`src/rtl/ghost_catch_ctrl.sv`:
```
// Catch detection and round FSM for the ghost/Pacman game.
// Compares one ghost against Pacman each cycle, and owns the round flow
// (idle, play, caught-freeze, respawn, over) and the lives counter.
module ghost_catch_ctrl #(
  parameter int LIVES         = 3,
  parameter int HIT_DIST      = 8,
  parameter int FREEZE_CYCLES = 50000000,
  parameter int CNT_W         = 26
) (
  input  logic       clk,
  input  logic       rst,        // active-low, asynchronous
  input  logic       start,
  input  logic [9:0] pac_x,
  input  logic [8:0] pac_y,
  input  logic [9:0] ghost_x,
  input  logic [8:0] ghost_y,
  output logic       freeze,
  output logic       respawn,
  output logic       caught,
  output logic [2:0] lives,
  output logic       game_over,
  output logic [2:0] state
);

  typedef enum logic [2:0] {
    IDLE    = 3'd0,
    PLAY    = 3'd1,
    CAUGHT  = 3'd2,
    RESPAWN = 3'd3,
    OVER    = 3'd4
  } state_t;

  localparam logic [2:0]       LIVES_L = 3'(LIVES);
  localparam logic [9:0]       HIT_X   = 10'(HIT_DIST);
  localparam logic [8:0]       HIT_Y   = 9'(HIT_DIST);
  localparam logic [CNT_W-1:0] TMR_END = CNT_W'(FREEZE_CYCLES - 1);

  state_t           st, st_nxt;
  logic [2:0]       lives_nxt;
  logic [CNT_W-1:0] tmr, tmr_nxt;
  logic             caught_nxt, respawn_nxt;
  logic             hit_q;
  logic [9:0]       dx;
  logic [8:0]       dy;
  logic             overlap;

  // Per-axis absolute distance, larger minus smaller so nothing wraps.
  always_comb begin
    dx      = (pac_x >= ghost_x) ? (pac_x - ghost_x) : (ghost_x - pac_x);
    dy      = (pac_y >= ghost_y) ? (pac_y - ghost_y) : (ghost_y - pac_y);
    overlap = (dx < HIT_X) && (dy < HIT_Y);
  end

  // Catch flag, only armed in PLAY so the cycle after RESPAWN never sees a stale hit.
  always_ff @(posedge clk or negedge rst) begin
    if (!rst) hit_q <= 1'b0;
    else      hit_q <= (st == PLAY) && overlap;
  end

  // Next-state, lives, freeze timer and the one-cycle pulses.
  always_comb begin
    st_nxt      = st;
    lives_nxt   = lives;
    tmr_nxt     = tmr;
    caught_nxt  = 1'b0;
    respawn_nxt = 1'b0;
    case (st)
      IDLE: if (start) begin
        st_nxt    = PLAY;
        lives_nxt = LIVES_L;
      end
      PLAY: if (hit_q) begin
        st_nxt     = CAUGHT;
        lives_nxt  = lives - 3'd1;   // PLAY is never entered with zero lives
        tmr_nxt    = '0;
        caught_nxt = 1'b1;
      end
      CAUGHT: begin
        if (tmr == TMR_END) begin
          if (lives != 3'd0) begin
            st_nxt      = RESPAWN;
            respawn_nxt = 1'b1;
          end else begin
            st_nxt = OVER;
          end
        end else begin
          tmr_nxt = tmr + CNT_W'(1);
        end
      end
      RESPAWN: st_nxt = PLAY;
      OVER: if (start) begin
        st_nxt      = PLAY;
        lives_nxt   = LIVES_L;
        respawn_nxt = 1'b1;          // restart reloads movers in the same cycle
      end
      default: st_nxt = IDLE;
    endcase
  end

  // State, lives, timer and registered pulse outputs.
  always_ff @(posedge clk or negedge rst) begin
    if (!rst) begin
      st      <= IDLE;
      lives   <= LIVES_L;
      tmr     <= '0;
      caught  <= 1'b0;
      respawn <= 1'b0;
    end else begin
      st      <= st_nxt;
      lives   <= lives_nxt;
      tmr     <= tmr_nxt;
      caught  <= caught_nxt;
      respawn <= respawn_nxt;
    end
  end

  assign freeze    = (st != PLAY);
  assign game_over = (st == OVER);
  assign state     = st;

endmodule

```
`config.mk`:
```
export PLATFORM = sky130hd
export DESIGN_NAME = ghost_catch_ctrl
export DESIGN_NICKNAME = d
export VERILOG_FILES = /design/src/rtl/ghost_catch_ctrl.sv
export SDC_FILE = /design/constraint.sdc
export NUM_CORES = 1
export LEC_CHECK = 0
export ABC_CLOCK_PERIOD_IN_PS = 2900
export BUFFER_PORTS_ARGS = -buffer_cell sky130_fd_sc_hd__clkbuf_2
export CELL_PAD_IN_SITES_DETAIL_PLACEMENT = 0
export CELL_PAD_IN_SITES_GLOBAL_PLACEMENT = 1
export CORE_ASPECT_RATIO = 0.9
export CORE_MARGIN = 4
export CORE_UTILIZATION = 40
export CTS_BUF_LIST = sky130_fd_sc_hd__clkbuf_2
export DETAILED_ROUTE_END_ITERATION = 8
export GPL_TIMING_DRIVEN = 0
export PLACE_DENSITY_LB_ADDON = 0.3
export SETUP_SLACK_MARGIN = 0.3
export SYNTH_ARGS = -nofsm -noshare
export SYNTH_HDL_FRONTEND = slang
export SYNTH_SLANG_ARGS = --single-unit
```
`constraint.sdc`:
```
create_clock -name clk -period 2.9 [get_ports clk]
set_clock_uncertainty 0.05 [all_clocks]
set_input_delay 0.29 -clock clk [delete_from_list [all_inputs] [get_ports clk]]
set_output_delay 0.29 -clock clk [all_outputs]
set_load 0.01 [all_outputs]
```
======== Yosys cells after proc, flatten, opt, wreduce, memory -nomap -nowiden ========
Index checks and enable logic that the tools add are counted.
storage, ports and cells
  bits in registers ....................... 35
  input bits .............................. 41
  output and inout bits ................... 10
  word-level logic and storage cells ...... 55
cells by class
  $add $sub $neg .......................... 6
  magnitude comparators ................... 4
  equality and inequality tests ........... 10
  multiplexer cells ....................... 19
  reductions and logical operators ........ 10
operators with widths
  operator               count
  $mux 26                2
  $pmux 26 s2            1
  $add 26x1->26 const B  1
  $eq 26x26->1 const B   1
  $sub 10x10->10         2
  $mux 3                 6
  $sub 9x9->9            2
  $pmux 3 s4             1
  $ge 10x10->1           1
  $lt 10x4->1 const B    1
  $mux 10                1
  $ge 9x9->1             1
  $lt 9x4->1 const B     1
  $mux 9                 1
  $reduce_and 3->1       3
  $eq 3x2->1 const B     2
  $ne 2x2->1 const B     3
  $pmux 3 s2             1
  $mux 1                 5
  $reduce_bool 2->1      2
  $eq 3x1->1 const B     1
  $eq 3x3->1 const B     1
  $logic_not 3->1        1
  $ne 3x1->1 const B     1
  6 further kinds        7

======== Longest topological paths before layout ========
  depth after elaboration ................. 5
  depth in mapped cells ................... 11
  depth with buffers taken out ............ 10

======== Worst setup path before layout ========
Ideal clock, no wire load.
  path kind ............................... input port to flip-flop
  from .................................... input pac_y[6]
  to ...................................... register hit_q
  library setup time ...................... 0.101 ns
  data arrival time ....................... 2.395 ns
  data required time ...................... 2.749 ns
  path slack .............................. 0.354 ns
  stages .................................. 11
  path buffers ............................ 1
  path through ............................ inv_1 > ha_1 > buf_6 > o21ai_0 > a21oi_1 > or3_4 > o21ai_4 > mux2_2 > nor4_1 > o21ai_1 > nor4_1
on the way
  cells in the longest elaborated chain, start to end .. 5
  elaborated cells between the ends (all ways) .. 7
  classes of those cells .................. add/sub (2); order compare (2); mux (1); reduce/logical (2)
RTL lines
  element                                    RTL line  RTL
  start: declaration                         14        input logic [8:0] pac_y,
  $sub 9x9->9 or $ge 9x9->1 (tied branches)  50        dy = (pac_y >= ghost_y) ? (pac_y - ghost_y) : (ghost_y - pac_y);
  $mux 9 (*)                                 50
  $lt 9x4->1 (*)                             51        overlap = (dx < HIT_X) && (dy < HIT_Y);
  $logic_and 1x1->1 (*)                      51
  $logic_and 1x1->1 (*)                      57        else hit_q <= (st == PLAY) && overlap;
  end signal: assignment                     57
  end: declaration                           42        logic hit_q;
Mark *: on every way between the ends. The rest lies on a longest branch, timed or not.
A chain may end at the register's enable or synchronous reset.

======== Worst setup path after layout ========
  from .................................... input pac_y[3]
  to ...................................... register hit_q
The elaborated chain is that of the path after synthesis.

==> flow_metrics.env <==
export IMPL_status="finished, final reports clean"
export IMPL_synth_top_flop_cell="dfrtp_1"
export IMPL_grt_pass1_vias=2609
export IMPL_synth_simple_area_share=0.2347
export IMPL_synthMuxAreaShare=0.02659
export IMPL_grt_total_usage=0.1429
export IMPL_area_growth_pct=14.37
export IMPL_period_needed_ns=2.406
export IMPL_power_leakage_uw=0.001962
export IMPL_die_area_sq_um=9625
export IMPL_yosysWarningCount=0
export IMPL_tns_ns=0
export IMPL_dp_slack_ns=-0.02554
export IMPL_htreeDepth=2
export IMPL_slowest_stage="o311a_2"
export IMPL_fp_dieW_microns=103.0
export IMPL_final_cell_mix="clkbuf_2, nor2_1, inv_1, ha_1, dfrtp_1"
export IMPL_grt_pass1_wl_mm=11.48
export IMPL_crit_chain="clkbuf_2 -> inv_1 -> ha_1 -> o21ai_1 -> a21oi_2 -> o311a_2 -> o21ai_4 -> mux2_2 -> nor4_1 -> o21ai_1 -> nor4_1"
export IMPL_ant_nets=0
export IMPL_critical_path_required_ns=3.13
export IMPL_die_h_microns=93.47
export IMPL_clkPwrFrac=0.276
export IMPL_dr_pass1_iters=4
export IMPL_viasPerCell=5.172
export IMPL_drv_slew=0
export IMPL_synth_xor_area_share=0.08362
export IMPL_internal_power_uw=780.4
export IMPL_p_per_area_nw_per_um2=303.4
export IMPL_clk_path_buf_depth=2
export IMPL_syn_num_nets=469
export IMPL_setup_ws_ns=0.4939
export IMPL_cp_max_fo=8
export IMPL_insertion_delay_ns=0.39
export IMPL_num_rows=30
export IMPL_cts_tree="yes"
export IMPL_vdd_drop_max_uv=179.3
export IMPL_finalSetupViolations=0
export IMPL_cts_buffers=5
export IMPL_avgSynthCellArea_sq_um=8.347
export IMPL_synth_edf_count=0
export IMPL_grt_busiest_layer="met2"
export IMPL_routed_wirelength_mm=6.681
export IMPL_drc=0
export IMPL_fin_area_sq_um=3714
export IMPL_crit_type="in -> reg"
export IMPL_worstMarginPinSlew_ns=0.8806
export IMPL_yosysUniqueCellTypes=65
export IMPL_rsz0062_at_grt="no"
export IMPL_synth_compound_area_frac=0.1696
export IMPL_portBuffers=50
export IMPL_gp_congestion=0.8153
export IMPL_p_seq_frac=0.434
export IMPL_path_clk_slew_ns=0.19
export IMPL_via_count=2824
export IMPL_synth_top_family_by_area="simple AND/OR/NAND/NOR gates"
export IMPL_end_kind="register"
export IMPL_use_met3=0.02013
export IMPL_clock_sinks=35
export IMPL_crit_path_max_incr_delay_ns=0.42
export IMPL_synthCells=389
export IMPL_drt_initial_drc_count=75
export IMPL_seq_area_frac_synth=0.2705
export IMPL_cts_root_buf="clkbuf_2"
export IMPL_use_met1=0.2014
export IMPL_start_kind="primary input"
export IMPL_swShare=0.3074
export IMPL_hpwl_mm=5.359
export IMPL_switchingPower_uw=346.4
export IMPL_r2r_slack_ns=0.51
export IMPL_placed_area_sq_um=3617
export IMPL_drive_gt1_frac=0.1978
export IMPL_grt_max_degree=36
export IMPL_synth_seq_cells=35
export IMPL_finalHoldViolCount=0
export IMPL_synth_area_sq_um=3247
export IMPL_worstHoldPathType="in -> reg"
export IMPL_cp_arrival_ns=2.64
export IMPL_fmax_mhz=415.6
export IMPL_maxSlewHeadroom=0.4129
export IMPL_cap_violations=0
export IMPL_p_comb_frac=0.290
export IMPL_async_flop_share=1.000
export IMPL_mostFrequentLayoutCell="clkbuf_2"
export IMPL_ios=51
export IMPL_fin_crit_sh=0.8297
export IMPL_antenna_cells=0
export IMPL_core_area_sq_um=7732
export IMPL_synthAdderAreaFrac=0.1503
export IMPL_initial_core_util=0.4199
export IMPL_finalNetCount=529
export IMPL_use_met2=0.2244
export IMPL_grt_ovfl_total=0
export IMPL_wl_per_cell_microns=12.24
export IMPL_antenna_found_initial=0
[critical path: cells and delay by family]
| kind | cells | cell delay, ns |
|---|---|---|
| AO/OA/AOI/OAI | 5 | 0.90 |
| adder cells (fa/ha/maj) | 1 | 0.37 |
| AND/OR/NAND/NOR | 2 | 0.58 |
| buffers and inverters | 2 | 0.13 |
| multiplexers | 1 | 0.36 |
[cell families (layout without fill, tap and decap cells)]
| logic type | Yosys count | count (layout) |
|---|---|---|
| flip-flops | 35 | 35 |
| AND/OR/NAND/NOR | 150 | 150 |
| buffers and inverters | 53 | 114 |
| AO/OA/AOI/OAI | 73 | 73 |
| multiplexers | 8 | 8 |
| adder cells (fa/ha/maj) | 39 | 39 |
| XOR/XNOR | 31 | 31 |
[layout make-up]
cell class	count	area (sq um)
Clock buffer	5	25.02
Tap cell	96	120.1
Timing Repair Buffer	53	275.3
Clock inverter	3	38.79
Fill cell	756	4019
Multi-Input combinational cell	301	2166
Buffer	8	41.29
Inverter	45	168.9
Sequential cell	35	878.3
[synthesized netlist by cell type (all sizes together), types with 5 or more instances]
cell type | instances | share of area
nand3 | 11 | 0.017
xnor2 | 7 | 0.019
and3 | 5 | 0.0096
nor2 | 48 | 0.056
nand4 | 7 | 0.013
o21ai | 14 | 0.025
a21oi | 20 | 0.033
nor3 | 12 | 0.018
dfrtp | 33 | 0.25
nand2 | 30 | 0.035
ha | 39 | 0.15
xor2 | 24 | 0.065
nand2b | 7 | 0.013
mux2 | 5 | 0.017
inv | 45 | 0.052
[state kept, by name, summed over array words and instances (netlist names)]
signal and cells:
state 3, caught 1, tmr 26, hit_q 1, respawn 1, lives 3
[final timing paths]
| path | cells past startpoint | end | startpoint |
|---|---|---|---|
| min in group asynchronous | 2 | tmr[6] | rst |
| worst max-delay path | 11 | hit_q | pac_y[3] |
| worst max register to register | 8 | tmr[11] | state[2] |
| worst min register to register | 2 | tmr[6] | tmr[6] |
| max in group asynchronous | 2 | state[2] | rst |
| worst min-delay path | 2 | lives[2] | start |
[per-stage QoR]
| step | utilization | hold WS, ns | power [uW] | instances |
|---|---|---|---|---|
| detailed placement | 0.4678 | 0.4073 | 820.2 | 535 |
| finish | 0.4803 | 0.04550 | 1127 | 546 |
| CTS | 0.4773 | 0.03265 | 1138 | 544 |
| global placement | 0.4678 | 0.4067 | 817.8 | 535 |
| global route | 0.4803 | 0.02009 | 1203 | 546 |
| floorplan | - | -0.05559 | 730.3 | 389 |
[power by group through the flow]
stage | Sequential [uW] | Combinational, uW | Clock (uW)
2_1_floorplan | 497 | 233 | 0
3_3_place_gp | 497 | 321 | 0
3_5_place_dp | 497 | 323 | 0
4_1_cts | 489 | 326 | 323
5_1_grt | 489 | 373 | 341
6_report | 489 | 327 | 311
[per-layer routing]
metal,vias up,share of wire
met5,-,0
met4,0,0.012
met3,7,0.030
met2,50,0.45
met1,1298,0.51
li1,1469,-
[repair_timing]
action	4_1_cts	5_1_grt
endpoints found under the setup margin	0	8
hold buffers	1	0
buffers inserted	0	2
resized for setup	0	2
endpoints found under the hold margin	33	0
No activity file was read; power rests on OpenSTA's default activity.
